File: src/rtl/io_digit_seq_if.sv
// io_digit_seq_if: operator, device and arith_ctrl signals of the digit sequencer
interface io_digit_seq_if;
  logic       start_in_from_op, start_out_from_op, mode_dec_from_op, abort_from_pu;
  logic       in_valid_from_dev, in_ready_to_dev;
  logic [3:0] in_data_from_dev;
  logic       out_valid_to_dev, out_ready_from_dev;
  logic [3:0] out_data_to_dev;
  logic       order_io_to_ac, shift_3_bit_to_ac, shift_4_bit_to_ac;
  logic       ac_answer_from_ac, do_left_shift_c_from_ac;
  logic       reg_c1_from_au, output_sign_from_ac, shift_in_bit_to_au;
  logic       load_sign_to_ac, sign_to_ac, io_answer_to_op, busy_to_op;
  modport slave (
    input  start_in_from_op, start_out_from_op, mode_dec_from_op, abort_from_pu,
           in_valid_from_dev, in_data_from_dev, out_ready_from_dev,
           ac_answer_from_ac, do_left_shift_c_from_ac, reg_c1_from_au, output_sign_from_ac,
    output in_ready_to_dev, out_valid_to_dev, out_data_to_dev, order_io_to_ac,
           shift_3_bit_to_ac, shift_4_bit_to_ac, shift_in_bit_to_au,
           load_sign_to_ac, sign_to_ac, io_answer_to_op, busy_to_op
  );
  modport master (
    output start_in_from_op, start_out_from_op, mode_dec_from_op, abort_from_pu,
           in_valid_from_dev, in_data_from_dev, out_ready_from_dev,
           ac_answer_from_ac, do_left_shift_c_from_ac, reg_c1_from_au, output_sign_from_ac,
    input  in_ready_to_dev, out_valid_to_dev, out_data_to_dev, order_io_to_ac,
           shift_3_bit_to_ac, shift_4_bit_to_ac, shift_in_bit_to_au,
           load_sign_to_ac, sign_to_ac, io_answer_to_op, busy_to_op
  );
endinterface

File: src/rtl/io_digit_seq.sv
// io_digit_seq: moves one word between C and the I/O devices digit by digit via arith_ctrl shifts
module io_digit_seq (
  input logic       clk,
  input logic       resetn,
  io_digit_seq_if.slave io
);
  localparam logic [7:0] S_IDLE = 8'h01, S_IN_SIGN = 8'h02, S_IN_WAIT = 8'h04, S_IN_SHIFT = 8'h08,
                         S_OUT_SIGN = 8'h10, S_OUT_SHIFT = 8'h20, S_OUT_SEND = 8'h40, S_DONE = 8'h80;
  logic [7:0] state_q, state_d;
  logic       mode_q, mode_d, ord_q, ord_d;
  logic [3:0] cnt_q, cnt_d, dig_q, dig_d;
  logic       in_acc, out_acc;
  logic [3:0] cnt_inc, tgt;
  assign in_acc  = io.in_valid_from_dev & io.in_ready_to_dev;
  assign out_acc = io.out_valid_to_dev & io.out_ready_from_dev;
  assign cnt_inc = cnt_q + 4'd1;
  assign tgt     = mode_q ? 4'd7 : 4'd10;
  always_ff @(posedge clk) begin
    if (!resetn) begin
      state_q <= S_IDLE;
      mode_q  <= 1'b0;
      ord_q   <= 1'b0;
      cnt_q   <= 4'd0;
      dig_q   <= 4'd0;
    end else begin
      state_q <= state_d;
      mode_q  <= mode_d;
      ord_q   <= ord_d;
      cnt_q   <= cnt_d;
      dig_q   <= dig_d;
    end
  end
  always_comb begin
    state_d = state_q;
    mode_d  = mode_q;
    cnt_d   = cnt_q;
    dig_d   = dig_q;
    ord_d   = 1'b0;
    case (state_q)
      S_IDLE: begin
        mode_d  = (io.start_in_from_op | io.start_out_from_op) ? io.mode_dec_from_op : mode_q;
        cnt_d   = 4'd0;
        dig_d   = 4'd0;
        state_d = io.start_in_from_op ? S_IN_SIGN : io.start_out_from_op ? S_OUT_SIGN : S_IDLE;
      end
      S_IN_SIGN: state_d = in_acc ? S_IN_WAIT : S_IN_SIGN;
      S_IN_WAIT: if (in_acc) begin
        // octal digits are left-aligned so the first shift always emits the digit MSB
        dig_d   = mode_q ? io.in_data_from_dev : {io.in_data_from_dev[2:0], 1'b0};
        ord_d   = 1'b1;
        state_d = S_IN_SHIFT;
      end
      S_IN_SHIFT: begin
        dig_d = io.do_left_shift_c_from_ac ? {dig_q[2:0], 1'b0} : dig_q;
        if (io.ac_answer_from_ac) begin
          cnt_d   = cnt_inc;
          state_d = (cnt_inc == tgt) ? S_DONE : S_IN_WAIT;
        end
      end
      S_OUT_SIGN: if (out_acc) begin
        dig_d   = 4'd0;
        ord_d   = 1'b1;
        state_d = S_OUT_SHIFT;
      end
      S_OUT_SHIFT: begin
        dig_d   = io.do_left_shift_c_from_ac ? {dig_q[2:0], io.reg_c1_from_au} : dig_q;
        state_d = io.ac_answer_from_ac ? S_OUT_SEND : S_OUT_SHIFT;
      end
      S_OUT_SEND: if (out_acc) begin
        cnt_d   = cnt_inc;
        dig_d   = 4'd0;
        ord_d   = cnt_inc != tgt;
        state_d = (cnt_inc == tgt) ? S_DONE : S_OUT_SHIFT;
      end
      S_DONE: state_d = S_IDLE;
      default: state_d = S_IDLE;
    endcase
    if (io.abort_from_pu) begin
      state_d = S_IDLE;
      ord_d   = 1'b0;
    end
  end
  always_comb begin
    io.busy_to_op         = state_q != S_IDLE;
    io.shift_3_bit_to_ac  = io.busy_to_op & ~mode_q;
    io.shift_4_bit_to_ac  = io.busy_to_op & mode_q;
    io.in_ready_to_dev    = (state_q == S_IN_SIGN) | (state_q == S_IN_WAIT);
    io.load_sign_to_ac    = (state_q == S_IN_SIGN) & io.in_valid_from_dev & ~io.abort_from_pu;
    io.sign_to_ac         = io.load_sign_to_ac & io.in_data_from_dev[0];
    io.out_valid_to_dev   = (state_q == S_OUT_SIGN) | (state_q == S_OUT_SEND);
    io.out_data_to_dev    = (state_q == S_OUT_SIGN) ? {3'b0, io.output_sign_from_ac} :
                            (state_q == S_OUT_SEND) ? (mode_q ? dig_q : {1'b0, dig_q[2:0]}) : 4'd0;
    io.shift_in_bit_to_au = (state_q == S_IN_SHIFT) & dig_q[3];
    io.order_io_to_ac     = ord_q;
    io.io_answer_to_op    = (state_q == S_DONE) & ~io.abort_from_pu;
  end
endmodule

File: src/flat_wrapper.sv
// flat-port wrapper written by rule: the top's interface ports become plain ports
module io_digit_seq_flat 
  (clk, resetn, io_start_in_from_op, io_start_out_from_op, io_mode_dec_from_op, io_abort_from_pu, io_in_valid_from_dev, io_in_data_from_dev, io_out_ready_from_dev, io_ac_answer_from_ac, io_do_left_shift_c_from_ac, io_reg_c1_from_au, io_output_sign_from_ac, io_in_ready_to_dev, io_out_valid_to_dev, io_out_data_to_dev, io_order_io_to_ac, io_shift_3_bit_to_ac, io_shift_4_bit_to_ac, io_shift_in_bit_to_au, io_load_sign_to_ac, io_sign_to_ac, io_io_answer_to_op, io_busy_to_op);
  io_digit_seq_if io_i ();
  input logic clk;
  input logic resetn;
  input wire logic [$bits(io_i.start_in_from_op)-1:0] io_start_in_from_op;
  input wire logic [$bits(io_i.start_out_from_op)-1:0] io_start_out_from_op;
  input wire logic [$bits(io_i.mode_dec_from_op)-1:0] io_mode_dec_from_op;
  input wire logic [$bits(io_i.abort_from_pu)-1:0] io_abort_from_pu;
  input wire logic [$bits(io_i.in_valid_from_dev)-1:0] io_in_valid_from_dev;
  input wire logic [$bits(io_i.in_data_from_dev)-1:0] io_in_data_from_dev;
  input wire logic [$bits(io_i.out_ready_from_dev)-1:0] io_out_ready_from_dev;
  input wire logic [$bits(io_i.ac_answer_from_ac)-1:0] io_ac_answer_from_ac;
  input wire logic [$bits(io_i.do_left_shift_c_from_ac)-1:0] io_do_left_shift_c_from_ac;
  input wire logic [$bits(io_i.reg_c1_from_au)-1:0] io_reg_c1_from_au;
  input wire logic [$bits(io_i.output_sign_from_ac)-1:0] io_output_sign_from_ac;
  output wire logic [$bits(io_i.in_ready_to_dev)-1:0] io_in_ready_to_dev;
  output wire logic [$bits(io_i.out_valid_to_dev)-1:0] io_out_valid_to_dev;
  output wire logic [$bits(io_i.out_data_to_dev)-1:0] io_out_data_to_dev;
  output wire logic [$bits(io_i.order_io_to_ac)-1:0] io_order_io_to_ac;
  output wire logic [$bits(io_i.shift_3_bit_to_ac)-1:0] io_shift_3_bit_to_ac;
  output wire logic [$bits(io_i.shift_4_bit_to_ac)-1:0] io_shift_4_bit_to_ac;
  output wire logic [$bits(io_i.shift_in_bit_to_au)-1:0] io_shift_in_bit_to_au;
  output wire logic [$bits(io_i.load_sign_to_ac)-1:0] io_load_sign_to_ac;
  output wire logic [$bits(io_i.sign_to_ac)-1:0] io_sign_to_ac;
  output wire logic [$bits(io_i.io_answer_to_op)-1:0] io_io_answer_to_op;
  output wire logic [$bits(io_i.busy_to_op)-1:0] io_busy_to_op;
  assign io_i.start_in_from_op = io_start_in_from_op;
  assign io_i.start_out_from_op = io_start_out_from_op;
  assign io_i.mode_dec_from_op = io_mode_dec_from_op;
  assign io_i.abort_from_pu = io_abort_from_pu;
  assign io_i.in_valid_from_dev = io_in_valid_from_dev;
  assign io_i.in_data_from_dev = io_in_data_from_dev;
  assign io_i.out_ready_from_dev = io_out_ready_from_dev;
  assign io_i.ac_answer_from_ac = io_ac_answer_from_ac;
  assign io_i.do_left_shift_c_from_ac = io_do_left_shift_c_from_ac;
  assign io_i.reg_c1_from_au = io_reg_c1_from_au;
  assign io_i.output_sign_from_ac = io_output_sign_from_ac;
  assign io_in_ready_to_dev = io_i.in_ready_to_dev;
  assign io_out_valid_to_dev = io_i.out_valid_to_dev;
  assign io_out_data_to_dev = io_i.out_data_to_dev;
  assign io_order_io_to_ac = io_i.order_io_to_ac;
  assign io_shift_3_bit_to_ac = io_i.shift_3_bit_to_ac;
  assign io_shift_4_bit_to_ac = io_i.shift_4_bit_to_ac;
  assign io_shift_in_bit_to_au = io_i.shift_in_bit_to_au;
  assign io_load_sign_to_ac = io_i.load_sign_to_ac;
  assign io_sign_to_ac = io_i.sign_to_ac;
  assign io_io_answer_to_op = io_i.io_answer_to_op;
  assign io_busy_to_op = io_i.busy_to_op;
  io_digit_seq u_core (.clk(clk), .resetn(resetn), .io(io_i));
endmodule
File: config.mk
export PLATFORM = sky130hd
export DESIGN_NAME = io_digit_seq_flat
export DESIGN_NICKNAME = d
export VERILOG_FILES = /design/src/rtl/io_digit_seq_if.sv /design/src/rtl/io_digit_seq.sv /design/src/flat_wrapper.sv
export SDC_FILE = /design/constraint.sdc
export NUM_CORES = 1
export LEC_CHECK = 0
export ABC_AREA = 1
export CAP_MARGIN = 10
export CELL_PAD_IN_SITES_DETAIL_PLACEMENT = 1
export CELL_PAD_IN_SITES_GLOBAL_PLACEMENT = 1
export CORE_MARGIN = 1.5
export CORE_UTILIZATION = 35
export CTS_CLUSTER_SIZE = 20
export DETAILED_ROUTE_END_ITERATION = 6
export PLACE_DENSITY = 0.8
export SLEW_MARGIN = 10
export SYNTH_ARGS = -nofsm -noshare
export SYNTH_HDL_FRONTEND = slang
export SYNTH_SLANG_ARGS = --single-unit
File: constraint.sdc
create_clock -name clk -period 1.7 [get_ports clk]
set_input_delay 0.17 -clock clk [delete_from_list [all_inputs] [get_ports clk]]
set_output_delay 0.17 -clock clk [all_outputs]
set_load 0.02 [all_outputs]
==> results of run 1 <==
-- worst max-delay path, cell delays in order (launching register included) --
cell     delay, ns
dfxtp_4       0.37
nor2_4        0.18
nand2_8       0.08
nor4_4        0.15
nand2_1       0.11
buf_4         0.14
nor2_1        0.09
buf_4         0.15
-- power by group --
part / internal, µW / total [µW] / switching (µW) / leakage [µW]
Sequential: 435 / 453 / 17.9 / 0.000150
Combinational: 120 / 267 / 146 / 0.000843
Clock: 206 / 365 / 159 / 0.0000288
Total: 762 / 1090 / 323 / 0.00102
-- flip-flops by register name (all words and copies together), names as in the netlist --
signal and flops:
u_core.cnt_q 4, u_core.dig_q 4, u_core.io.order_io_to_ac 1, u_core.mode_q 1, u_core.state_q 8
-- worst paths after layout --
kind                                                     end  slack (ns)  cells past startpoint
worst max-delay path                      io_load_sign_to_ac       0.008                      7
worst min-delay path            u_core.dig_q[1]$_SDFFE_PN0P_        0.52                      2
worst max register to register  u_core.dig_q[2]$_SDFFE_PN0P_        0.03                     14
worst min register to register  u_core.dig_q[1]$_SDFFE_PN0P_        0.52                      2
-- metrics by stage --
step	setup WS, ns	TNS, ns
detailed placement	-0.176	-1.15
global placement	-0.123	-0.667
global route	-0.0775	-0.397
floorplan	0.0735	0
CTS	0.00279	0
finish	0.00835	0
-- layout by cell type, fill, tap and decap left out, types with 2 or more instances in the layout --
cell type and count:
nor2_8 2, a21oi_1 11, nand2_4 8, nand3_1 15, clkbuf_8 4, o21ai_0 6, dfxtp_2 6, nand2_2 10
dfxtp_1 10, dfxtp_4 2, nand4_1 4, buf_4 29, buf_6 2, inv_2 9, clkdlybuf4s50_1 16, nor2_2 5
nand3_4 3, nor2_4 8, buf_2 8, nand2_1 42, o21ai_1 2, inv_1 20, clkdlybuf4s15_2 3, inv_4 3
nand3_2 4, nor2_1 32, nand2_8 2
-- metal layers --
metal / GRT usage, % / wire length [µm]
met2: 43.6 / 2700
met1: 30.4 / 2310
met3: 3.07 / 107
met4: 5.10 / 32
met5: 0 / 0
-- repair_timing --
action,in CTS,in global routing
pin swaps,1,11
gates cloned,0,0
resized for setup,57,41
endpoints found under the setup margin,23,25
-- cells by family (layout without fill, tap and decap cells) --
group	count (synthesis)	count (layout)	synth area share [%]
AO/OA/AOI/OAI	22	22	8.44
adder cells (fa/ha/maj)	1	1	0.898
buffers and inverters	32	96	8.80
flip-flops	18	18	25.9
AND/OR/NAND/NOR	142	142	56.0
-- area by class of cell --
type / instances / area [µm²] / area share, %
clock buffer: 4 / 55.1 / 2.56
inverter: 32 / 128 / 5.94
multi-input combinational: 165 / 1030 / 48.0
sequential: 18 / 375 / 17.5
tap: 48 / 60.1 / 2.80
timing repair buffer: 60 / 499 / 23.2
==> results.cfg, run 1 <==
[status]
status = finished, final reports clean

[die]
start_util_pct = 37.2
die_area_um2 = 4370
rows = 22
coreArea_um2 = 3740
top_level_ports = 30
fp.dieW_um = 66.1
die_h_um = 66.1

[worst_hold_path]
hold_path_startpoint = u_core.dig_q[1]$_SDFFE_PN0P_
hold_class = reg -> reg

[placed_design]
placed_area_um2 = 1980
dp.cells = 324
place.gp.congestion = 0.885
port_buffers = 29
dp_hpwl_um = 3780

[logic_synthesis]
synth_seq_cells = 18
ys_types = 27
yosys-top-cells-area = dfxtp_1 26%, nand2_1 13%, nor2_1 10%
synth-edff-count = 0
yosysTopAreaCellShare_pct = 25.9
ys_top_cells_by_count = 48 x nand2_1, 37 x nor2_1, 20 x inv_1, 18 x dfxtp_1, 18 x nand3_1
synth-main-ff-cell = dfxtp_1
yosysTopAreaCell = dfxtp_1
synth.most_common_cell = nand2_1
synth.avg_cell_area_um2 = 6.48
yosys_warnings = 0
synth_seq_area_share_pct = 25.9
syn_nets = 232
syn-cell-area_um2 = 1390
synthesis.instances = 215
synthArstFlopShare_pct = 0

[global_routing]
track_usage_pct = 24.2
antenna_found_initial = 0
grt_pass1_vias = 1687
grt_pass1_wl_um = 8090
grt-ovfl-total = 0
grt_max_degree = 11

[finish]
layout-drive-gt1-share_pct = 41.2
finalNonFillerCells = 327
final_nets = 297
fillCellCount = 517
area_growth_pct = 54.1
diodes = 0
post-route-cell-area_um2 = 2150
utilization_pct = 57.4

[detailed_routing]
drtPass1Iterations = 4
first_iter_violations = 56
ant_nets = 0
wl_um = 5150
drc = 0
wl_per_cell_um = 15.7
vias = 1634
vias_per_cell = 5.00

[sta]
whs_ns = 0.515
max_slew_margin_pct = 78.3
clock.fmax_mhz = 591
fin_skew_ns = 0.00145
rsz0062_at_grt = true
fin_crit_sh_pct = 99.5
min_period_ns = 1.69
hold_viol_final = 0
setup_viol = 0
report.final.slew_viol_count = 0
tightest_slew_ns = 0.322

[clock_network]
cts.clk_slew.worst_paths_ns = 0.08
cts_hold_buf = 0
clock-sinks = 18
cts_root_buf = clkbuf_8
cts.path.max_buffers = 2
cts.htree.levels = 1
cts_setup_buffers = 0
cts_tree = yes
cts_made_buffers = 3
clk-insertion-delay-late_ns = 0.26

[critical_path]
critPathLaunch = u_core.state_q[4]$_SDFFE_PP0P_
endpoint_kind = primary output
reg2reg_from = u_core.state_q[4]$_SDFFE_PP0P_
worstPathArrival_ns = 1.52
worstPathMaxFanout = 4
critPathLaunchType = flip-flop
critPathKind = reg -> out
cp.required_ns = 1.53

[power_and_ir_drop]
leakage_uw = 0.00102
p_total_uw = 1090
power_density_nw_per_um2 = 505
vdd_drop_max_v = 0.000296

[run]
maxCapViolations = 0
No activity file was read; power rests on OpenSTA's default activity.
==> run 2, diff against run 1 <==
--- a/config.mk
+++ b/config.mk
@@ -14,6 +14,7 @@
 export CTS_CLUSTER_SIZE = 20
 export DETAILED_ROUTE_END_ITERATION = 6
 export PLACE_DENSITY = 0.8
+export SKIP_LAST_GASP = 1
 export SLEW_MARGIN = 10
 export SYNTH_ARGS = -nofsm -noshare
 export SYNTH_HDL_FRONTEND = slang
==> results.cfg, run 2 (synthesis gave the netlist of run 1 again) <==
[status]
status = complete, but fails checks
violations = setup timing

[finish]
layout_commonest_cell = nand2_1
fillCellCount = 512
diodes = 0
final_nets = 297
top_regs = u_core.state_q x8, u_core.cnt_q x4, u_core.dig_q x4
area_growth_pct = 53.9
regArea_um2 = 375
largest_register_ffs = 8
largest-register = u_core.state_q
finalNonFillerCells = 327
multi_input_comb_area_um2 = 1030
mostFrequentLayoutCells = 43 x nand2_1, 32 x nor2_1, 29 x buf_4
layout-drive-gt1-share_pct = 40.9

[die]
die_area_um2 = 4370
top_level_ports = 30
start_util_pct = 37.2
coreArea_um2 = 3740
rows = 22
fp.dieW_um = 66.1
die_h_um = 66.1

[sta]
min_period_ns = 1.70
max_slew_margin_pct = 79.3
report.final.slew_viol_count = 0
worst_slack_ns = -0.000236
setup_viol = 1
hold_viol_final = 0
rsz0062_at_grt = true
clock.fmax_mhz = 588
fin_crit_sh_pct = 100
whs_ns = 0.513
tightest_slew_ns = 0.308
fin_skew_ns = 0.00512

[placed_design]
dp.cells = 324
place.gp.congestion = 0.885
dp_hpwl_um = 3780
port_buffers = 29

[detailed_routing]
vias = 1641
first_iter_violations = 50
drc = 0
wl_per_cell_um = 15.8
ant_nets = 0
drtPass1Iterations = 4
vias_per_cell = 5.02
wl_um = 5160

[clock_network]
cts_made_buffers = 3
cts.htree.levels = 1
cts.path.max_buffers = 2
cts.clk_slew.worst_paths_ns = 0.08
clk-insertion-delay-late_ns = 0.26
clock-sinks = 18
cts_tree = yes
cts_setup_buffers = 0
cts_root_buf = clkbuf_8

[power_and_ir_drop]
power_density_nw_per_um2 = 509
vdd_drop_max_v = 0.000302
leakage_uw = 0.00102

[critical_path]
critPathSlowestCell = dfxtp_4
worstPathMaxFanout = 4
critPathLaunchType = flip-flop
cp.required_ns = 1.53
endpoint_kind = primary output
cp_common_cell = buf_4
crit_chain = nor2_4 -> nand2_8 -> nor4_4 -> nand2_1 -> buf_4 -> nor2_1 -> buf_4
critPathMaxStageDelay_ns = 0.37
path_delay_family = simple AND/OR/NAND/NOR gates
cp_num_buf_inv = 2
critPathKind = reg -> out
worstPathArrival_ns = 1.53

[global_routing]
track_usage_pct = 24.2
grt_max_degree = 11
grt_pass1_vias = 1687
antenna_found_initial = 0
grt-ovfl-total = 0
grt_pass1_wl_um = 8090

[run]
maxCapViolations = 0

[worst_hold_path]
hold_class = in -> reg
==> run 2: cell count changes in the layout (fill, tap and decap cells not counted) <==
cell	change
nand2_2	-1
nand2_1	+1
==> run 2: where the power goes <==
| group | switching [µW] | internal, µW | total (µW) |
|---|---|---|---|
| Combinational | 148 | 120 | 268 |
| Sequential | 18.0 | 435 | 453 |
| Clock | 166 | 206 | 372 |
==> run 2: path summary, 6_finish.rpt <==
kind	slack, ns	depth (start not counted)	startpoint	end
min reg2reg	0.52	2	u_core.dig_q[1]$_SDFFE_PN0P_	u_core.dig_q[1]$_SDFFE_PN0P_
max reg2reg	0.04	12	u_core.state_q[5]$_SDFFE_PP0P_	u_core.dig_q[2]$_SDFFE_PN0P_
max	-0.0002	7	u_core.state_q[4]$_SDFFE_PP0P_	io_load_sign_to_ac
min	0.51	3	io_out_ready_from_dev	u_core.io.order_io_to_ac$_SDFF_PP0_
==> run 2: repair_timing <==
| item | CTS | global route |
|---|---|---|
| pin swaps | 1 | 11 |
| gates resized for setup | 57 | 40 |
| hold buffers | 0 | 0 |
| endpoints found under the setup margin | 23 | 25 |
==> run 2: layer usage <==
layer  vias to the layer above  part of all wire (%)  global-route usage (%)
li1                        811                     -                       -
met1                       791                    45                    30.4
met2                        32                    52                    43.6
met3                         7                   2.7                    3.07
met4                         0                  0.89                    5.10
met5                         -                     0                       0
==> run 2: cell type report <==
type                            count  area share [%]
Multi-Input combinational cell    165            47.9
Clock buffer                        4            2.57
Tap cell                           48            2.80
Sequential cell                    18            17.5
Inverter                           32            5.95
Timing Repair Buffer               60            23.3
==> run 2: through the flow <==
step	setup slack (ns)	setup TNS [ns]	utilization, %	total power (µW)	instance area (µm²)
3_5_place_dp	-0.176	-1.15	53.0	706	1980
2_1_floorplan	0.0735	0	-	581	1390
3_3_place_gp	-0.123	-0.667	53.0	700	1980
4_1_cts	0.00279	0	53.8	1070	2010
5_1_grt	-0.0800	-0.454	57.3	1140	2150
6_report	-0.000236	-0.000236	57.3	1090	2150
==> run 2: worst min-delay path: cells and delay by family <==
| family | cells | cell delay [ns] |
|---|---|---|
| AOI/OAI and AO/OA | 1 | 0.06 |
| buffers and inverters | 1 | 0.42 |
| and+or+nand+nor | 1 | 0.09 |
==> run 3, diff against run 2 <==
--- a/config.mk
+++ b/config.mk
@@ -14,6 +14,7 @@
 export CTS_CLUSTER_SIZE = 20
 export DETAILED_ROUTE_END_ITERATION = 6
 export PLACE_DENSITY = 0.8
+export SETUP_SLACK_MARGIN = 0.4
 export SKIP_LAST_GASP = 1
 export SLEW_MARGIN = 10
 export SYNTH_ARGS = -nofsm -noshare
==> results.cfg, run 3 (synthesis gave the netlist of run 1 again) <==
[sta]
whs_ns = 0.505
max_slew_margin_pct = 75.8
fin_crit_sh_pct = 104
tightest_slew_ns = 0.362
clock.fmax_mhz = 565
min_period_ns = 1.77
report.final.slew_viol_count = 0
hold_viol_final = 0
fin_skew_ns = 0.00100
setup_viol = 2
rsz0062_at_grt = true
worst_slack_ns = -0.0707

[power_and_ir_drop]
p_int_uw = 732
p_switching_uw = 365
vdd_drop_max_v = 0.000255
leakage_uw = 0.00111
power_density_nw_per_um2 = 463
p_seq_share_pct = 41.4
p_clk_share_pct = 29.6
power_frac_comb_pct = 29.0
p_sw_share_pct = 33.3

[finish]
final_nets = 309
mostFrequentLayoutCells = 41 x buf_4, 34 x nand2_1, 29 x nor2_1
regArea_um2 = 383
multi_input_comb_area_um2 = 1130
diodes = 0
largest-register = u_core.state_q
top_regs = u_core.state_q x8, u_core.cnt_q x4, u_core.dig_q x4
area_growth_pct = 69.9
layout-drive-gt1-share_pct = 52.8
utilization_pct = 63.3
layout_commonest_cell = buf_4
finalNonFillerCells = 338
fillCellCount = 473
largest_register_ffs = 8

[detailed_routing]
first_iter_violations = 136
ant_nets = 0
wl_um = 6660
drtPass1Iterations = 4
drc = 0
wl_per_cell_um = 19.7
vias = 1826
vias_per_cell = 5.40

[clock_network]
cts_made_buffers = 3
cts_root_buf = clkbuf_8
clock-sinks = 18
cts.clk_slew.worst_paths_ns = 0.07
cts.path.max_buffers = 2
clk-insertion-delay-late_ns = 0.27
cts_tree = yes
cts.htree.levels = 1

[critical_path]
critPathKind = reg -> reg
critPathLaunchType = flip-flop
worstPathArrival_ns = 1.96
worstPathMaxFanout = 5
endpoint_kind = flip-flop
cp.required_ns = 1.89
r2r_end = u_core.dig_q[0]$_SDFFE_PN0P_
reg2reg_from = u_core.state_q[0]$_SDFFE_PP1P_
rr_worst_depth = 13
r2r_slack_ns = -0.07

[worst_hold_path]
worstHoldPathCells = 2
min_to = u_core.dig_q[3]$_SDFFE_PN0P_
hold_class = reg -> reg
hold_path_startpoint = u_core.dig_q[3]$_SDFFE_PN0P_

[placed_design]
dp_hpwl_um = 3820
place.gp.congestion = 0.863
port_buffers = 29
dp.cells = 323

[die]
die_area_um2 = 4370
top_level_ports = 30
fp.dieW_um = 66.1
die_h_um = 66.1
start_util_pct = 37.2
rows = 22
coreArea_um2 = 3740

[status]
status = complete, but fails checks
violations = setup timing

[global_routing]
antenna_found_initial = 0
grt_pass1_wl_um = 8410
grt-ovfl-total = 0
grt_max_degree = 10
track_usage_pct = 25.5
grt_pass1_vias = 1691

[run]
maxCapViolations = 0
run 3: cell types whose count changed in the layout (fill, tap and decap cells not counted), sizes merged:
| cell | before | now |
|---|---|---|
| clkbuf | 5 | 3 |
| dlygate4sd2 | 0 | 1 |
| buf | 40 | 56 |
| clkdlybuf4s50 | 16 | 15 |
| clkdlybuf4s15 | 3 | 0 |
run 3: final cells by class:
cell class / count / area share [%]
sequential: 18 / 16.2
multi-input combinational: 165 / 47.8
clock buffer: 3 / 1.74
timing repair buffer: 72 / 26.0
inverter: 32 / 5.71
tap: 48 / 2.54
run 3: power groups by stage:
| stage | combinational, µW | clock, µW | sequential (µW) |
|---|---|---|---|
| after floorplan | 127 | 0 | 459 |
| after global placement | 244 | 0 | 462 |
| after detailed placement | 251 | 0 | 463 |
| after CTS | 269 | 309 | 453 |
| after global routing | 333 | 336 | 455 |
| final | 318 | 325 | 454 |
run 3: per-stage QoR:
stage	setup WS (ns)	setup TNS [ns]	total power (µW)	instance area, µm²
2_1_floorplan	0.280	0	586	1430
3_3_place_gp	-0.138	-0.312	707	2020
3_5_place_dp	-0.168	-0.581	714	2020
4_1_cts	0.0517	0	1030	2170
5_1_grt	-0.100	-0.312	1130	2370
6_report	-0.0707	-0.0801	1100	2370
run 3: layer usage:
metal  global-route usage [%]  up-vias  routed length [µm]
met1                     31.9      894                2730
li1                         -      831                   -
met5                        0        -                   0
met3                     3.07       25                 340
met4                     5.87        0                 237
met2                     46.3       76                3360
run 3: critical path, stage by stage, from the launching register on:
cell     delay (ns)
dfxtp_4        0.37
inv_2          0.09
nand2_4        0.07
nor2_4         0.18
buf_4          0.16
buf_4          0.11
nand2_2        0.08
nand2_4        0.11
nand2_2        0.08
inv_2          0.07
nor2_4         0.05
nand3_1        0.08
nand2_1        0.10
nor2_1         0.15
run 3: how the worst max path moves through the flow:
stage | start | end | slack, ns | depth (start not counted)
after floorplan | u_core.state_q[4]$_SDFFE_PP0P_ | io_sign_to_ac | 0.28 | 5
after global placement | u_core.state_q[5]$_SDFFE_PP0P_ | io_sign_to_ac | -0.14 | 6
after global routing | u_core.state_q[0]$_SDFFE_PP1P_ | u_core.dig_q[0]$_SDFFE_PN0P_ | -0.10 | 13
after CTS | u_core.state_q[5]$_SDFFE_PP0P_ | io_sign_to_ac | 0.05 | 6
final | u_core.state_q[0]$_SDFFE_PP1P_ | u_core.dig_q[0]$_SDFFE_PN0P_ | -0.07 | 13
after detailed placement | u_core.state_q[5]$_SDFFE_PP0P_ | io_sign_to_ac | -0.17 | 6
run 3: timing repair:
item	in CTS	in global routing
setup buffers	5	7
pin swaps	11	13
setup endpoints to repair	31	31
resized for setup	100	46
hold buffers	0	0
hold endpoints to repair	0	0
cloned	0	0
